## config.mk

```make
export PLATFORM = sky130hd
export DESIGN_NAME = adder_seq_ctrl_flat
export DESIGN_NICKNAME = d
export VERILOG_FILES = /design/src/rtl/adder_seq_ctrl_pkg.sv /design/src/rtl/adder_seq_ctrl_if.sv /design/src/rtl/adder_seq_ctrl_adder.sv /design/src/rtl/adder_seq_ctrl.sv /design/src/flat_wrapper.sv
export SDC_FILE = /design/constraint.sdc
export NUM_CORES = 1
export LEC_CHECK = 0
export ABC_AREA = 1
export BUFFER_PORTS_ARGS = -buffer_cell sky130_fd_sc_hd__buf_2
export CAP_MARGIN = 15
export CELL_PAD_IN_SITES_DETAIL_PLACEMENT = 0
export CELL_PAD_IN_SITES_GLOBAL_PLACEMENT = 2
export CORE_ASPECT_RATIO = 1.1
export CORE_MARGIN = 2
export CORE_UTILIZATION = 28
export CTS_BUF_LIST = sky130_fd_sc_hd__clkbuf_16
export DETAILED_ROUTE_END_ITERATION = 16
export PLACE_DENSITY_LB_ADDON = 0.1
export SYNTH_ARGS = -nofsm -noshare
export SYNTH_HDL_FRONTEND = slang
export SYNTH_SLANG_ARGS = --single-unit
```

## constraint.sdc

```tcl
create_clock -name clock -period 2.7 [get_ports clock]
set_input_delay 0.675 -clock clock [delete_from_list [all_inputs] [get_ports clock]]
set_output_delay 0.675 -clock clock [all_outputs]
set_load 0.01 [all_outputs]
```

## src/rtl/adder_seq_ctrl_pkg.sv

```systemverilog
// Shared definitions for the multi-precision add/subtract sequencer:
// slice width, controller states and the signed-overflow rule.
package adder_seq_ctrl_pkg;

    localparam int SLICE_W = 4;

    typedef enum logic [1:0] {
        IDLE = 2'd0,
        RUN  = 2'd1,
        DONE = 2'd2
    } state_t;

    // Operands of equal sign whose sum flips sign have overflowed.
    function automatic logic ovf_calc(input logic a_msb, input logic b_msb, input logic sum_msb);
        return (a_msb == b_msb) && (sum_msb != a_msb);
    endfunction

endpackage

```

## src/rtl/adder_seq_ctrl_if.sv

```systemverilog
// Request/response handshake bundle for adder_seq_ctrl; master is the
// requester/consumer, slave is the sequencer.
interface adder_seq_ctrl_if
    import adder_seq_ctrl_pkg::*;
#(
    parameter int WORDS = 4
) ();

    localparam int W = SLICE_W * WORDS;

    logic         io_in_valid;
    logic         io_in_ready;
    logic [W-1:0] io_in_a;
    logic [W-1:0] io_in_b;
    logic         io_in_sub;
    logic         io_out_valid;
    logic         io_out_ready;
    logic [W-1:0] io_out_sum;
    logic         io_out_cout;
    logic         io_out_ovf;
    logic         io_busy;

    modport master (
        output io_in_valid, io_in_a, io_in_b, io_in_sub, io_out_ready,
        input  io_in_ready, io_out_valid, io_out_sum, io_out_cout, io_out_ovf, io_busy
    );

    modport slave (
        input  io_in_valid, io_in_a, io_in_b, io_in_sub, io_out_ready,
        output io_in_ready, io_out_valid, io_out_sum, io_out_cout, io_out_ovf, io_busy
    );

endinterface

```

## src/rtl/adder_seq_ctrl_adder.sv

```systemverilog
// The existing 4-bit ripple-carry Adder core: purely combinational,
// one full adder per bit.
module adder_seq_ctrl_adder
    import adder_seq_ctrl_pkg::*;
(
    input  logic [SLICE_W-1:0] a,
    input  logic [SLICE_W-1:0] b,
    input  logic               cin,
    output logic [SLICE_W-1:0] sum,
    output logic               cout
);

    logic [SLICE_W:0] c;

    assign c[0] = cin;

    genvar gi;
    generate
        for (gi = 0; gi < SLICE_W; gi++) begin : g_fa
            assign sum[gi]  = a[gi] ^ b[gi] ^ c[gi];
            assign c[gi+1]  = (a[gi] & b[gi]) | (c[gi] & (a[gi] ^ b[gi]));
        end
    endgenerate

    assign cout = c[SLICE_W];

endmodule

```

## src/rtl/adder_seq_ctrl.sv

```systemverilog
// Multi-precision add/subtract sequencer: streams WORDS 4-bit slices of the
// operands through one shared Adder core, LSB slice first, chaining carry.
module adder_seq_ctrl
    import adder_seq_ctrl_pkg::*;
#(
    parameter int WORDS = 4
) (
    input  logic          clock,
    input  logic          reset,
    adder_seq_ctrl_if.slave io
);

    localparam int W     = SLICE_W * WORDS;
    localparam int IDX_W = (WORDS > 1) ? $clog2(WORDS) : 1;
    localparam int NSLOT = 1 << IDX_W;
    localparam logic [IDX_W-1:0] LAST_IDX = IDX_W'(WORDS - 1);

    state_t             state_reg, state_next;
    logic [W-1:0]       a_reg;
    logic [W-1:0]       b_reg;
    logic [W-1:0]       result_reg;
    logic               carry_reg;
    logic [IDX_W-1:0]   idx_reg;
    logic               cout_reg;
    logic               ovf_reg;

    logic [SLICE_W-1:0] a_slice [NSLOT];
    logic [SLICE_W-1:0] b_slice [NSLOT];
    logic [SLICE_W-1:0] core_sum;
    logic               core_cout;
    logic               accept;
    logic               last_slice;

    // Slot table padded to a power of two so idx_reg indexes it without width games.
    genvar gi;
    generate
        for (gi = 0; gi < NSLOT; gi++) begin : g_slice
            if (gi < WORDS) begin : g_used
                assign a_slice[gi] = a_reg[gi*SLICE_W +: SLICE_W];
                assign b_slice[gi] = b_reg[gi*SLICE_W +: SLICE_W];
            end else begin : g_pad
                assign a_slice[gi] = '0;
                assign b_slice[gi] = '0;
            end
        end
    endgenerate

    adder_seq_ctrl_adder u_adder (
        .a    (a_slice[idx_reg]),
        .b    (b_slice[idx_reg]),
        .cin  (carry_reg),
        .sum  (core_sum),
        .cout (core_cout)
    );

    assign last_slice = (idx_reg == LAST_IDX);

    always_comb begin
        state_next      = state_reg;
        io.io_in_ready  = 1'b0;
        io.io_out_valid = 1'b0;
        io.io_busy      = 1'b0;
        accept          = 1'b0;
        case (state_reg)
            IDLE: begin
                io.io_in_ready = ~reset;
                accept         = io.io_in_valid & ~reset;
                if (accept) begin
                    state_next = RUN;
                end
            end
            RUN: begin
                io.io_busy = 1'b1;
                if (last_slice) begin
                    state_next = DONE;
                end
            end
            DONE: begin
                io.io_busy      = 1'b1;
                io.io_out_valid = 1'b1;
                if (io.io_out_ready) begin
                    state_next = IDLE;
                end
            end
            default: begin
                state_next = IDLE;
            end
        endcase
    end

    always_ff @(posedge clock) begin
        if (reset) begin
            state_reg <= IDLE;
        end else begin
            state_reg <= state_next;
        end
    end

    always_ff @(posedge clock) begin
        if (reset) begin
            a_reg      <= '0;
            b_reg      <= '0;
            result_reg <= '0;
            carry_reg  <= 1'b0;
            idx_reg    <= '0;
            cout_reg   <= 1'b0;
            ovf_reg    <= 1'b0;
        end else if (accept) begin
            // Subtraction is A + ~B + 1: invert B once and seed the carry.
            a_reg      <= io.io_in_a;
            b_reg      <= io.io_in_sub ? ~io.io_in_b : io.io_in_b;
            carry_reg  <= io.io_in_sub;
            idx_reg    <= '0;
            result_reg <= '0;
        end else if (state_reg == RUN) begin
            for (int w = 0; w < WORDS; w++) begin
                if (idx_reg == IDX_W'(w)) begin
                    result_reg[w*SLICE_W +: SLICE_W] <= core_sum;
                end
            end
            carry_reg <= core_cout;
            idx_reg   <= idx_reg + 1'b1;
            if (last_slice) begin
                cout_reg <= core_cout;
                ovf_reg  <= ovf_calc(a_reg[W-1], b_reg[W-1], core_sum[SLICE_W-1]);
            end
        end
    end

    assign io.io_out_sum  = result_reg;
    assign io.io_out_cout = cout_reg;
    assign io.io_out_ovf  = ovf_reg;

endmodule

```

## src/flat_wrapper.sv

```systemverilog
// flat-port wrapper written by rule: the top's interface ports become plain ports
module adder_seq_ctrl_flat import adder_seq_ctrl_pkg::*;
#(
    parameter int WORDS = 4
)
  (clock, reset, io_io_in_valid, io_io_in_a, io_io_in_b, io_io_in_sub, io_io_out_ready, io_io_in_ready, io_io_out_valid, io_io_out_sum, io_io_out_cout, io_io_out_ovf, io_io_busy);
  adder_seq_ctrl_if #(.WORDS(WORDS)) io_i ();
  input  logic clock;
  input  logic reset;
  input wire logic [$bits(io_i.io_in_valid)-1:0] io_io_in_valid;
  input wire logic [$bits(io_i.io_in_a)-1:0] io_io_in_a;
  input wire logic [$bits(io_i.io_in_b)-1:0] io_io_in_b;
  input wire logic [$bits(io_i.io_in_sub)-1:0] io_io_in_sub;
  input wire logic [$bits(io_i.io_out_ready)-1:0] io_io_out_ready;
  output wire logic [$bits(io_i.io_in_ready)-1:0] io_io_in_ready;
  output wire logic [$bits(io_i.io_out_valid)-1:0] io_io_out_valid;
  output wire logic [$bits(io_i.io_out_sum)-1:0] io_io_out_sum;
  output wire logic [$bits(io_i.io_out_cout)-1:0] io_io_out_cout;
  output wire logic [$bits(io_i.io_out_ovf)-1:0] io_io_out_ovf;
  output wire logic [$bits(io_i.io_busy)-1:0] io_io_busy;
  assign io_i.io_in_valid = io_io_in_valid;
  assign io_i.io_in_a = io_io_in_a;
  assign io_i.io_in_b = io_io_in_b;
  assign io_i.io_in_sub = io_io_in_sub;
  assign io_i.io_out_ready = io_io_out_ready;
  assign io_io_in_ready = io_i.io_in_ready;
  assign io_io_out_valid = io_i.io_out_valid;
  assign io_io_out_sum = io_i.io_out_sum;
  assign io_io_out_cout = io_i.io_out_cout;
  assign io_io_out_ovf = io_i.io_out_ovf;
  assign io_io_busy = io_i.io_busy;
  adder_seq_ctrl #(.WORDS(WORDS)) u_core (.clock(clock), .reset(reset), .io(io_i));
endmodule
```

==> run metrics <==
Total Nets Final approximately 450; Final Max Tran Viols 0; Die Ht around 110 microns; Die X roughly 97 microns; min-delay src u_core.a_reg[9]; area occupied by registers 1110 sq um; sum of net half-perimeters after detailed placement about 4500 microns; kind of critical path flop to flop; number of clock sinks 55; endpoint with the worst hold slack u_core.a_reg[9]; remaining routing DRC violations 0; total die area 10200 sq um; final cell area excluding filler cells 3210 sq um; achievable clock frequency approximately 380 MHz; Cells on Worst Hold Path 2; worst voltage drop across the vdd grid approximately 0.24 mV; growth of design area from synthesis to finish 21.8%; GRT Total Usage 0.131; required time at the endpoint of the critical path 2.92 ns; count of routing violations after the opening detailed-route iteration 50; weighted congestion at the end of routability-driven global placement roughly 0.73; Net Count, Synth slightly below 400; Flop pwr share 0.467; via total after detailed routing 2172; clock-pin transition on the worst setup and hold timing paths about 0.07 ns; placeable core region between 9000 and 10000 sq um; number of setup violations in the final report 0; top-area cell type share of the netlist area 0.418; top layer reached by signal wires met4; post-DR wirelength/cell around 12 microns; number of antenna violations at the first check in global routing 0; final antenna-violating net count 0; unrepaired setup endpoints after global routing true; starting utilization of the core area 0.285; fraction of final layout cells with drive strength greater than 1 0.273; global-route wire length before repair ~10000 microns; Antenna diodes 0; HP Class flop to flop; First-pass DRT Iterations 4; number of hold-repair buffers added at the cts stage 0; ys async rst share 0; cell type with the highest aggregate area in the netlist dfxtp_1; reg2reg end u_core.io.io_out_ovf; switching part of the total 0.303; biggest area contributors in the synthesized netlist dfxtp_1, nand2_1, o21ai_0, xnor2_1, inv_1; dpl cells 507; mean instance size in the synthesized netlist around 7.8 sq um; summed instance area of the synthesized netlist roughly 2600 sq um; static leakage between 1.5 and 2 nW; input/output buffers 57; Internal Dissipation about 0.0014 W; predominant post-synthesis flop cell dfxtp_1; Layout Cells excl Fill about 510; number of cell instances on the worst register-to-register path 12; logic gate share of total power 0.233; WL met1 between 2000 and 3000 microns; endpoint arrival time on the critical path about 2.8 ns; cells after synthesis approximately 340; Worst Setup Slack, final approximately 0.085 ns; Power Dens Cells 628 nW/um^2; post-place setup slack -0.0728 ns; total placed instance area roughly 3000 sq um; Hold Vio Cnt, Final 0; reg2reg start u_core.idx_reg[0]; share of synthesized area occupied by flip-flops and latches 0.418; largest net degree at the start of global routing 43; unique cell type count in the Yosys netlist 27; num rows 37; htree depth 2; CTS Root Buffer Type clkbuf_16; Clk Latency, worst-skew pair between 0.2 and 0.3 ns; ratio of routed vias to standard cells ~4.2; Final Core Density 0.347; time the final worst path needs with I/O delays and setup between 2 and 3 ns; Fin Clk Skew 0.0105 ns; period utilization 0.969; slew margin rel. 0.687; crit path max fanout 6; biggest cell delay along the critical path roughly 0.48 ns; number of max-cap violations 0; ordered cell list for the critical path buf_6, o21ai_2, o22ai_2, fa_2, inv_2, fa_2, inv_2, fa_2, inv_2, fa_2, nand3b_1, a31oi_1; Num CTS Buffers 5; critical path endpoint category flop; final-layout fill cell count 1053; Top-Level Pins 58; via count of the first global-routing pass 2176; post-CTS setup-driven buffer insertion count 0; status completed; clock tree from TritonCTS built; number of warnings reported in the yosys synthesis log 0; area of the multi-input gates 1310 sq um; flops & latches, synth 55; global-route congestion overflow total 0; worst hold slack after final layout about 0.44 ns; Final Routed Wirelength just over 6000 microns; net switching power 0.000610 W; critical path's slowest cell fa_2; Max clock buf depth 2; EDFF count, synth 0; setup slack of the most critical reg-to-reg path about 0.085 ns; met2 WL post-DR around 2900 microns; crit start category flop; most frequent cell on the critical path fa_2; measured slew at the worst slew-check pin around 0.47 ns; clock network fraction of design power 0.300; sum of met3 wire segment lengths after detailed routing ~280 microns
timing repair:
item	4_1_cts	5_1_grt
cloned	0	0
setup endpoints to repair	5	5
resized for setup	2	22
pin swaps	2	7
Yosys cell counts, types with 4 or more instances:
cell     number
fa_1          4
xnor2_1      16
o22ai_1       8
nor2_1       11
dfxtp_1      55
o21ai_0      42
ha_1          8
inv_1        36
buf_6         4
a21oi_1      12
o21ai_1       4
nand2_2       6
nand2_1     102
o21ai_2       6
per-layer routing:
metal | up-vias | GRT usage
met5 | - | 0
met4 | 0 | 0.0392
met3 | 4 | 0.0264
met2 | 44 | 0.220
met1 | 941 | 0.167
li1 | 1183 | -
cells by family after synthesis:
kind of cell	Yosys count	share of synthesized area
and+or+nand+nor	128	0.208
AOI/OAI and AO/OA	73	0.151
DFF	55	0.418
buffers and inverters	53	0.101
xor gates and xnor gates	16	0.0532
adders and majority gates	12	0.0683
critical path: cells and delay by family, from the launching register on:
kind / cells / cell delay, ns
buf+inv: 4 / 0.29
compound gates: 3 / 0.37
simple gates: 1 / 0.18
fa+ha+maj: 4 / 1.34
flops: 1 / 0.36
through the flow:
step | TNS, ns | total power [W]
after CTS | 0 | 0.00204
final | 0 | 0.00202
after detailed placement | -0.250 | 0.00142
after floorplan | 0 | 0.00128
after global placement | -0.0129 | 0.00143
after global routing | -0.116 | 0.00215
power by group through the flow:
| stage | logic [W] | clock network [W] | registers [W] |
|---|---|---|---|
| finish | 0.000469 | 0.000606 | 0.000941 |
| global route | 0.000546 | 0.000656 | 0.000951 |
| floorplan | 0.000341 | 0 | 0.000943 |
| global placement | 0.000467 | 0 | 0.000959 |
| CTS | 0.000468 | 0.000630 | 0.000940 |
| detailed placement | 0.000464 | 0 | 0.000958 |
cell type report:
type | count | share of cell area
well taps | 117 | 0.0456
inverters | 41 | 0.0514
repair buffers | 65 | 0.110
flip-flops and latches | 55 | 0.344
clock buffers | 5 | 0.0390
multi-input cells | 229 | 0.409
clock inverters | 1 | 0.00117
placed cells by master, fill, tap and decap left out, types with 7 or more instances in the layout:
| cell | Yosys | routed |
|---|---|---|
| a21oi_1 | 12 | 11 |
| buf_2 | 3 | 57 |
| dfxtp_1 | 55 | 53 |
| ha_1 | 8 | 8 |
| inv_1 | 36 | 34 |
| nand2_1 | 102 | 102 |
| nor2_1 | 11 | 9 |
| o21ai_0 | 42 | 37 |
| o21ai_1 | 4 | 7 |
| o21ai_2 | 6 | 8 |
| xnor2_1 | 16 | 16 |
worst max-delay path by stage:
stage / from / endpoint / slack [ns] / cells after the start
2_1_floorplan: u_core.idx_reg[0] / u_core.io.io_out_ovf / 0.01 / 13
3_3_place_gp: u_core.idx_reg[0] / u_core.io.io_out_ovf / -0.009 / 12
3_5_place_dp: u_core.idx_reg[0] / u_core.io.io_out_ovf / -0.07 / 12
4_1_cts: u_core.idx_reg[1] / u_core.io.io_out_ovf / 0.003 / 12
5_1_grt: u_core.idx_reg[1] / u_core.io.io_out_ovf / -0.07 / 12
6_report: u_core.idx_reg[0] / u_core.io.io_out_ovf / 0.08 / 12
Power figures use the tool's default switching activity.
